$ cat config.mk
export PLATFORM = sky130hd
export DESIGN_NAME = vec_scale
export DESIGN_NICKNAME = d
export VERILOG_FILES = /design/src/rtl/vec_scale.sv
export SDC_FILE = /design/constraint.sdc
export NUM_CORES = 2
export LEC_CHECK = 0
export CAP_MARGIN = 20
export CORE_ASPECT_RATIO = 1.2
export CORE_MARGIN = 2
export CORE_UTILIZATION = 40
export DETAILED_ROUTE_END_ITERATION = 8
export PLACE_DENSITY = 0.58
export SYNTH_ARGS = -nofsm -noshare
export SYNTH_HDL_FRONTEND = slang
export SYNTH_SLANG_ARGS = --single-unit
export TNS_END_PERCENT = 50
$ cat constraint.sdc
create_clock -name clk -period 7.2 [get_ports clk]
set_clock_uncertainty 0.2 [all_clocks]
set_input_delay 1.08 -clock clk [delete_from_list [all_inputs] [get_ports clk]]
set_output_delay 1.08 -clock clk [all_outputs]
set_load 0.005 [all_outputs]
$ cat src/rtl/vec_scale.sv
// Two-stage elastic scaler: multiplies every vector element by a signed Q-format
// scale, rounds half toward +inf and saturates, feeding the vector adder.
`ifndef MAX_EMBEDDING_DIM
`define MAX_EMBEDDING_DIM 4
`endif
`ifndef INTEGER_WIDTH
`define INTEGER_WIDTH 16
`endif

module vec_scale #(
  parameter int VEC_LEN    = `MAX_EMBEDDING_DIM,
  parameter int DATA_WIDTH = `INTEGER_WIDTH,
  parameter int FRAC_BITS  = 8
) (
  input  logic                          clk,
  input  logic                          rst,
  input  logic                          vld_in,
  output logic                          rdy_out,
  input  logic [VEC_LEN*DATA_WIDTH-1:0] vec_in,
  input  logic signed [DATA_WIDTH-1:0]  scale_in,
  output logic                          vld_out,
  input  logic                          rdy_in,
  output logic [VEC_LEN*DATA_WIDTH-1:0] vec_out
);

  localparam int PW = 2 * DATA_WIDTH;
  localparam int RW = PW + 1;
  localparam logic signed [RW-1:0] HALF  = RW'(64'sd1 <<< (FRAC_BITS - 1));
  localparam logic signed [RW-1:0] MAX_R = RW'((64'sd1 <<< (DATA_WIDTH - 1)) - 64'sd1);
  localparam logic signed [RW-1:0] MIN_R = -MAX_R - RW'(1);

  // One guard bit above the product keeps the rounding add from wrapping.
  function automatic logic signed [DATA_WIDTH-1:0] round_sat(input logic signed [PW-1:0] p);
    logic signed [RW-1:0] r;
    r = (RW'(p) + HALF) >>> FRAC_BITS;
    if (r > MAX_R)      return MAX_R[DATA_WIDTH-1:0];
    else if (r < MIN_R) return MIN_R[DATA_WIDTH-1:0];
    else                return r[DATA_WIDTH-1:0];
  endfunction

  logic [VEC_LEN*DATA_WIDTH-1:0] vec_p1;
  logic signed [DATA_WIDTH-1:0]  scale_p1;
  logic                          vld_p1;
  logic [VEC_LEN*DATA_WIDTH-1:0] vec_p2;
  logic                          vld_p2;
  logic                          en1;
  logic                          en2;
  logic [VEC_LEN*DATA_WIDTH-1:0] scaled;

  assign en2     = !vld_p2 || rdy_in;
  assign en1     = !vld_p1 || en2;
  assign rdy_out = en1;
  assign vld_out = vld_p2;
  assign vec_out = vec_p2;

  always_comb begin
    logic signed [PW-1:0] prod;
    scaled = '0;
    prod   = '0;
    for (int i = 0; i < VEC_LEN; i++) begin
      prod = PW'($signed(vec_p1[i*DATA_WIDTH +: DATA_WIDTH])) * PW'(scale_p1);
      scaled[i*DATA_WIDTH +: DATA_WIDTH] = round_sat(prod);
    end
  end

  always_ff @(posedge clk) begin
    if (rst) begin
      vec_p1   <= '0;
      scale_p1 <= '0;
      vld_p1   <= 1'b0;
      vec_p2   <= '0;
      vld_p2   <= 1'b0;
    end else begin
      // stage 1: capture operands
      if (en1) begin
        vec_p1   <= vec_in;
        scale_p1 <= scale_in;
        vld_p1   <= vld_in;
      end
      // stage 2: capture rounded, saturated result
      if (en2) begin
        vec_p2 <= scaled;
        vld_p2 <= vld_p1;
      end
    end
  end

endmodule

==> results.py <==
metrics = {
    "outcome": {
        "status": "finished, final reports clean",
    },
    "clock_tree": {
        "numCtsBuffers": 17,
        "cts_max_level": 4,
        "cts_max_path_buffers": 2,
        "clk_latency_ns": 0.56,
        "cts-root-buf": "clkbuf_16",
        "holdBufCountCts": 0,
        "path_clk_slew_ns": 0.09,
        "cts_tree": "yes",
        "cts_sinks": 146,
    },
    "routing": {
        "drt-initial-drc-count": 1682,
        "antenna_left": 0,
        "routedWlPerCell_um": 17.4,
        "vias_per_cell": 4.88,
        "vias": 33731,
        "drcViolationCount": 0,
        "first_pass_iters": 5,
        "drt-total-wl_um": 120000,
    },
    "grt": {
        "use_met3_pct": 3.97,
        "grt_pass1_wl_um": 194000,
        "grt_max_degree": 71,
        "busiest_layer": "met2",
        "grt_use_total_pct": 21.8,
        "grt_pass1_vias": 36688,
        "grt_use_met1_pct": 27.9,
        "grt_util_met2_pct": 37.3,
        "antenna_found_initial": 5,
        "overflow": 0,
    },
    "floorplan": {
        "die_y_um": 371,
        "core_area_sq_um": 111000,
        "num_rows": 134,
        "ios": 150,
        "start_util_pct": 40.3,
        "dieWidth_um": 310,
        "die_area_sq_um": 115000,
    },
    "power_and_ir_drop": {
        "power_w": 0.0127,
        "ir_worst_vdd_mv": 0.312,
        "total_leakage_power_nw": 26.3,
        "power_density_nw_per_um2": 241,
    },
    "sta": {
        "fmax_mhz": 140,
        "period_minus_slack_ns": 7.15,
        "setup_viol": 0,
        "hold_violations": 0,
        "tns_ns": 0,
        "relSlewSlack_pct": 32.6,
        "worst_pin_slew_ns": 1.01,
        "hold-worst-slack_ns": 0.259,
        "drv_slew": 0,
        "rsz0062_at_grt": "yes",
        "final.period_utilization_pct": 99.4,
    },
    "yosys": {
        "synth_ff_type": "dfxtp_1",
        "synth_edf_count": 0,
        "synth.avg_cell_area_sq_um": 8.87,
        "yosys_warnings": 0,
        "synth.yosys.seq_area_share_pct": 6.52,
        "synth.most_common_cell": "inv_1",
        "netlist_top_cells_count": "inv_1 (1238), fa_1 (1068), nand2_1 (753)",
        "syn_inst": 5054,
        "syn_nets": 6518,
        "synthArstFlopShare_pct": 0,
        "synth_seq_cells": 146,
        "synth_area_leaders": "fa_1 (48%), inv_1 (10%), ha_1 (8.7%), and2_1 (6.7%), dfxtp_1 (6.5%)",
        "synth_area_sq_um": 44800,
        "synth_cell_types": 72,
        "synth_top_cell_area_share_pct": 47.7,
        "synth_area_leader_cell": "fa_1",
    },
    "critical_path": {
        "crit_path_start_kind": "flip-flop",
        "endpoint_kind": "flip-flop",
        "cp_max_fo": 10,
        "critPathRequiredTime_ns": 7.46,
        "critPathArrivalTime_ns": 7.41,
        "critPathKind": "flip-flop to flip-flop",
    },
    "cells_and_area": {
        "syn_to_final_growth_pct": 17.2,
        "fin_cells": 6911,
        "fill_cells": 10610,
        "drive_gt1_share_pct": 12.1,
        "post-route-cell-area_sq_um": 52500,
        "num-nets-final": 6866,
    },
    "placement": {
        "gp_congestion": 0.844,
        "portBuffers": 149,
        "placed_cells": 6836,
        "place_hpwl_um": 99500,
        "place_area_sq_um": 50500,
    },
    "job": {
        "maxCapViolations": 0,
    },
    "worst_hold_path": {
        "hold_path.class": "flip-flop to flip-flop",
    },
}
==> report_power, final <==
| group | total [W] | leakage (nW) | switching (W) | internal (W) |
|---|---|---|---|---|
| clock | 0.00105 | 0.299 | 0.000491 | 0.000558 |
| combinational | 0.0104 | 24.8 | 0.00543 | 0.00498 |
| sequential | 0.00121 | 1.23 | 0.000188 | 0.00102 |
| total | 0.0127 | 26.3 | 0.00611 | 0.00656 |
==> layer usage <==
layer	vias to the layer above	routed length (um)
li1	15527	-
met1	17323	51000
met2	719	59400
met3	160	6280
met4	2	3460
met5	-	8
==> kinds of logic after synthesis <==
group	count (synthesis)	share of synthesized area, %
AOI/OAI and AO/OA	406	6.04
xor gates and xnor gates	126	2.46
adders and majority gates	1380	56.4
buffers and inverters	1476	12.4
DFF	146	6.52
and+or+nand+nor	1520	16.1
==> registers in the layout (all words and copies together), names as in the netlist <==
register  flops
scale_p1     16
vld_out       1
vec_out      64
vec_p1       64
vld_p1        1
==> worst paths after layout <==
path	from	end	slack, ns	cells after the start
worst max-delay path	scale_p1[5]	vec_out[35]	0.05	26
worst min-delay path	vec_out[31]	vec_out[31]	0.26	2
worst max register to register	scale_p1[5]	vec_out[35]	0.05	26
worst min register to register	vec_out[31]	vec_out[31]	0.26	2
==> timing repair <==
item | 4_1_cts | 5_1_grt
gates resized for setup | 36 | 178
pin swaps | 2 | 81
endpoints found under the hold margin | 0 | 0
buffers inserted | 5 | 30
cloned | 0 | 8
endpoints found under the setup margin | 61 | 62
==> placed cells by master, fill, tap and decap left out, types with 23 or more instances in the layout <==
cell             Yosys  final
a21o_1              27     27
xnor2_1             92     89
buf_4                2    348
clkdlybuf4s50_1      0    148
fa_1              1068   1054
dfxtp_1            146    116
a21oi_1            166    145
buf_6                1     25
nand3_1             41     35
and2_1             477    473
xor2_1              34     34
clkbuf_16            0     23
nor2_1             155    151
inv_1             1238   1225
ha_1               312    296
nand2_1            753    749
o21ai_0             40     32
buf_12               0     38
==> stage by stage <==
stage / setup slack [ns] / utilization (%)
finish: 0.0455 / 47.2
detailed placement: -0.247 / 45.5
global placement: -0.191 / 45.5
floorplan: -0.00218 / -
CTS: 0.00354 / 46.2
global route: -0.180 / 47.2
==> critical path, stage by stage (launching register included) <==
cell,delay (ns)
dfxtp_4,0.38
buf_12,0.15
and2_1,0.17
fa_1,0.51
inv_1,0.05
fa_1,0.46
fa_1,0.51
inv_1,0.05
fa_1,0.51
fa_1,0.50
inv_1,0.05
fa_1,0.50
inv_1,0.05
ha_1,0.28
or3_1,0.37
o21ai_2,0.10
a31oi_4,0.07
o2111ai_4,0.13
a41oi_4,0.21
a21o_4,0.25
xnor2_1,0.12
or4b_4,0.54
o41ai_4,0.28
buf_4,0.19
buf_12,0.12
nand2_1,0.06
a211oi_2,0.22
==> area by class of cell <==
cell class              instances  area (sq um)  share of cell area [%]
multi-input cells            3432         37100                    70.6
repair buffers                566          5290                    10.1
inverters                    1239          4660                    8.87
flip-flops and latches        146          2980                    5.68
well taps                    1496          1870                    3.57
clock buffers                  18           439                   0.837
clock inverters                13           175                   0.334
diodes                          1          2.50                 0.00477
Note: power is estimated with default switching activity, not from simulation.
